===== src/rtl/core_types_pkg.sv =====
// Shared constants and types for the pending-request tracker slice.
package core_types_pkg;

    localparam int PQ_WIDTH_DEF = 8;
    localparam int CNT_W        = 4;

    localparam logic [CNT_W-1:0] CNT_MAX = '1;

    typedef enum logic [1:0] {
        SLOT_IDLE   = 2'd0,
        SLOT_WAIT   = 2'd1,
        SLOT_URGENT = 2'd2
    } slot_state_e;

endpackage


===== src/rtl/pq_req_slot.sv =====
// One request slot: pending/urgent state plus a 4-bit saturating wait counter.
module pq_req_slot
    import core_types_pkg::*;
#(
    parameter int STARVE_THRESH = 12
) (
    input  logic CLK,
    input  logic RST,
    input  logic set_i,
    input  logic ack_i,
    input  logic flush_i,
    output logic pend_o,
    output logic pend_next_o,
    output logic urgent_o
);

    localparam logic [CNT_W-1:0] THRESH_C = CNT_W'(STARVE_THRESH);

    slot_state_e      state_q, state_d;
    logic [CNT_W-1:0] cnt_q, cnt_d;
    logic             pend_q;

    assign pend_q = (state_q != SLOT_IDLE);

    always_comb begin
        state_d = state_q;
        cnt_d   = cnt_q;
        if (flush_i) begin
            state_d = SLOT_IDLE;
            cnt_d   = '0;
        end else if (!pend_q || ack_i) begin
            // A set on the same cycle as the ack keeps the slot but restarts its wait.
            state_d = set_i ? SLOT_WAIT : SLOT_IDLE;
            cnt_d   = '0;
        end else begin
            if (!set_i && cnt_q != CNT_MAX)
                cnt_d = cnt_q + CNT_W'(1);
            state_d = (cnt_d >= THRESH_C) ? SLOT_URGENT : SLOT_WAIT;
        end
    end

    always_ff @(posedge CLK) begin
        if (RST) begin
            state_q <= SLOT_IDLE;
            cnt_q   <= '0;
        end else begin
            state_q <= state_d;
            cnt_q   <= cnt_d;
        end
    end

    assign pend_o      = pend_q;
    assign pend_next_o = (state_d != SLOT_IDLE);
    assign urgent_o    = (state_q == SLOT_URGENT);

endmodule


===== src/rtl/pq_req_tracker.sv =====
// Tracks pending request slots for an LSB priority encoder, flags starving
// slots, and reports acks to idle slots and drain-to-empty events.
module pq_req_tracker
    import core_types_pkg::*;
#(
    parameter int WIDTH         = PQ_WIDTH_DEF,
    parameter int STARVE_THRESH = 12
) (
    input  logic                     CLK,
    input  logic                     RST,
    input  logic [WIDTH-1:0]         set_vec,
    input  logic                     flush,
    input  logic                     ack_valid,
    input  logic [$clog2(WIDTH)-1:0] ack_index,
    output logic [WIDTH-1:0]         req_vec,
    output logic [WIDTH-1:0]         urgent_vec,
    output logic [WIDTH-1:0]         ack_one_hot,
    output logic                     ack_err,
    output logic                     all_clear
);

    logic [WIDTH-1:0] pend_next;
    logic             ack_err_q, ack_err_d;
    logic             all_clear_q, all_clear_d;

    always_comb begin
        ack_one_hot = '0;
        if (ack_valid)
            ack_one_hot[ack_index] = 1'b1;
    end

    for (genvar i = 0; i < WIDTH; i++) begin : g_slot
        pq_req_slot #(
            .STARVE_THRESH (STARVE_THRESH)
        ) u_slot (
            .CLK         (CLK),
            .RST         (RST),
            .set_i       (set_vec[i]),
            .ack_i       (ack_one_hot[i]),
            .flush_i     (flush),
            .pend_o      (req_vec[i]),
            .pend_next_o (pend_next[i]),
            .urgent_o    (urgent_vec[i])
        );
    end

    // An ack to an idle slot is an error even if the same slot is being set now.
    always_comb begin
        ack_err_d   = ack_valid && !req_vec[ack_index] && !flush;
        all_clear_d = (|req_vec) && !(|pend_next);
    end

    always_ff @(posedge CLK) begin
        if (RST) begin
            ack_err_q   <= 1'b0;
            all_clear_q <= 1'b0;
        end else begin
            ack_err_q   <= ack_err_d;
            all_clear_q <= all_clear_d;
        end
    end

    assign ack_err   = ack_err_q;
    assign all_clear = all_clear_q;

endmodule


===== config.mk =====
export PLATFORM = sky130hd
export DESIGN_NAME = pq_req_tracker
export DESIGN_NICKNAME = d
export VERILOG_FILES = /design/src/rtl/core_types_pkg.sv /design/src/rtl/pq_req_slot.sv /design/src/rtl/pq_req_tracker.sv
export SDC_FILE = /design/constraint.sdc
export NUM_CORES = 1
export LEC_CHECK = 0
export CORE_MARGIN = 3
export CORE_UTILIZATION = 30
export CTS_BUF_LIST = sky130_fd_sc_hd__clkbuf_8
export CTS_CLUSTER_SIZE = 12
export DETAILED_ROUTE_END_ITERATION = 12
export PLACE_DENSITY = 0.57
export SLEW_MARGIN = 0
export SYNTH_ARGS = -nofsm -noshare
export SYNTH_HDL_FRONTEND = slang
export SYNTH_SLANG_ARGS = --single-unit

===== constraint.sdc =====
create_clock -name CLK -period 4 [get_ports CLK]
set_clock_uncertainty 0.1 [all_clocks]
set_input_delay 0.4 -clock CLK [delete_from_list [all_inputs] [get_ports CLK]]
set_output_delay 0.4 -clock CLK [all_outputs]
set_load 0.05 [all_outputs]

==> impl_metrics.tcl <==
set metrics [dict create \
    status "finished clean" \
    cap_viol_max_count 0 \
    path_class "in2out" \
    drtAntennaViolNets 0 \
    cts.clk_slew.worst_paths_ps 90 \
    crit-reg2reg-launch "g_slot[5].u_slot.cnt_q[0]" \
    gp_congestion 0.834 \
    final_cell_mix "nor2_1, dfxtp_1, clkdlybuf4s50_1" \
    rsz0062_at_grt "false" \
    max_stage_delay_ps 890 \
    pin_count 41 \
    cp_top_family "buffers and inverters" \
    rr_worst_depth 7 \
    final_nets 339 \
    period_share 0.750 \
    synth_nets 321 \
    p_per_area_mw_per_mm2 302 \
    p_leak_nw 1.17 \
    insertion_delay_ps 300 \
    die-area_mm2 0.00998 \
    whs_endpoint "g_slot[3].u_slot.cnt_q[1]" \
    start_util 0.316 \
    via_count 2041 \
    tns_ps 0 \
    cts_buffers 5 \
    crit_slowest_cell "clkdlybuf4s50_1" \
    crit_fanout 10 \
    timing.final.crit_period_ps 3000 \
    cts-root-buf "clkbuf_8" \
    path_buf_inv 2 \
    hpwl_mm 4.27 \
    die_x_um 99.9 \
    wl_per_cell_um 13.0 \
    syn_inst 298 \
    hold_start "g_slot[3].u_slot.cnt_q[1]" \
    yosysTopAreaCellShare 0.378 \
    cp_common_cell "clkdlybuf4s50_1" \
    grt_usage 0.114 \
    first_global_vias 1938 \
    final-seq-area_mm2 0.00100 \
    fmax_mhz 333 \
    grt_start_max_net_pins 16 \
    grt_pass1_wl_mm 9.10 \
    route.detailed.drc 0 \
    port_buffers 40 \
    htreeDepth 2 \
    tightestPinTransition_ps 668 \
    n_antenna_cell 0 \
    cts_hold_buffers 0 \
    cts_tree "done" \
    die_h_um 99.9 \
    dp_slack_ps 1010 \
    yosysTopAreaCell "dfxtp_1" \
    report.final.slew_viol_count 0 \
    vdd_drop_max_uv 153 \
    synth_cell_types 38 \
    antenna_found_initial 0 \
    routed_wl_mm 5.49 \
    path_cells "clkdlybuf4s50_1 > nor4b_2 > clkdlybuf4s50_1" \
    mostFrequentLayoutCell "nor2_1" \
    cp.depth 3 \
    multi_input_area_mm2 0.00139 \
    yosys_most_used_dff "dfxtp_1" \
    cts_sinks 50 \
    fillCellCount 874 \
    viasPerCell 4.84 \
    worstSetupEndpointType "output port" \
    max_slew_margin 0.553 \
    timing.critical_path.required_ps 3500 \
    post_cts_buffers 0 \
    setup_viol 0 \
    min_path_type "reg2reg" \
    seq_area_frac_synth 0.378 \
    grt_overflow 0 \
    critical_path_arrival_ps 2500 \
    synth_area_mm2 0.00265 \
    ctsResizeCount 0 \
    critPathLaunchType "primary input" \
    rows 33 \
    syn_avg_cell_area_um2 8.88 \
    hold_violations 0 \
    coreArea_mm2 0.00838 \
    clockBufferDepth 2 \
    async_flop_share 0 \
    worstReg2RegEnd "all_clear" \
    dr.pass1.iters 4 \
    fin_ws_ps 998 \
    hold_depth 2 \
    drive_above_1_share 0.0473 \
    drt_iter0_markers 106 \
    yosys_warnings 0 \
    synthToLayoutAreaGrowth_pct 15.6 \
    synth.area.top_cells "dfxtp_1, nor2_1, buf_4" \
    synth-edff-count 0 \
    ys_ff_latch 50 \
    regToRegSetupSlack_ps 1960 \
]
where the power goes:
part | leakage (nW) | total [mW] | switching [mW] | internal [mW]
clock | 0.0472 | 0.299 | 0.160 | 0.139
sequential | 0.404 | 0.506 | 0.00330 | 0.503
combinational | 0.714 | 0.119 | 0.0706 | 0.0487
final cells by class:
| type | count | share of cell area |
|---|---|---|
| Multi-Input combinational cell | 209 | 0.456 |
| Clock inverter | 2 | 0.00409 |
| Timing Repair Buffer | 40 | 0.131 |
| Inverter | 10 | 0.0123 |
| Sequential cell | 50 | 0.327 |
| Clock buffer | 6 | 0.0270 |
| Tap cell | 105 | 0.0429 |
cell usage after synthesis, drive strengths merged, types with 2 or more instances:
cell	number
a211o	2
a31oi	9
and4b	3
buf	27
clkbuf	2
dfxtp	50
ha	8
inv	10
mux2i	16
mux4	2
nand2	10
nand2b	6
nand3b	2
nand4	4
nand4b	7
nand4bb	7
nor2	63
nor2b	16
nor3	11
nor4	7
o21ai	9
or3	7
xnor2	8
metal layers:
metal	track usage	up-vias	part of all wire
met5	0	-	0
met1	0.155	935	0.49
li1	-	1061	-
met3	0.0264	4	0.042
met2	0.180	41	0.46
met4	0.0315	0	0.0093
through the flow:
step / instance area [um^2] / utilization / cells / total power, mW / hold WS, ps
global placement: 2960 / 0.354 / 414 / 0.637 / 405
global route: 3060 / 0.365 / 422 / 0.972 / 463
detailed placement: 2960 / 0.354 / 414 / 0.637 / 414
floorplan: 2650 / - / 298 / 0.604 / 380
finish: 3060 / 0.365 / 422 / 0.925 / 437
CTS: 3060 / 0.365 / 422 / 0.943 / 443
worst register-to-register path, delay by kind of cell, from the launching register on:
kind,cells,cell delay [ps]
AND/OR/NAND/NOR,4,820
AO/OA/AOI/OAI,2,480
flip-flops,1,340
adder cells (fa/ha/maj),1,240
worst max path at each step:
stage,start,to
global placement,ack_index[2],ack_one_hot[6]
global route,ack_index[2],ack_one_hot[0]
CTS,ack_index[2],ack_one_hot[6]
detailed placement,ack_index[2],ack_one_hot[6]
finish,ack_index[2],ack_one_hot[0]
floorplan,g_slot[5].u_slot.cnt_q[0],all_clear
flip-flops by register name, summed over array words and instances (netlist names):
name,count
g_slot.u_slot.cnt_q,32
all_clear,1
g_slot.u_slot.state_q,16
ack_err,1
logic make-up (layout without fill, tap and decap cells):
family,after synthesis,after routing,synth area share
and+or+nand+nor,150,150,0.324
DFF,50,50,0.378
buffers and inverters,39,58,0.0950
AOI/OAI and AO/OA,25,25,0.0610
muxes,18,18,0.0775
adders and majority gates,8,8,0.0378
xor gates and xnor gates,8,8,0.0265
(Power assumes the default switching activity.)
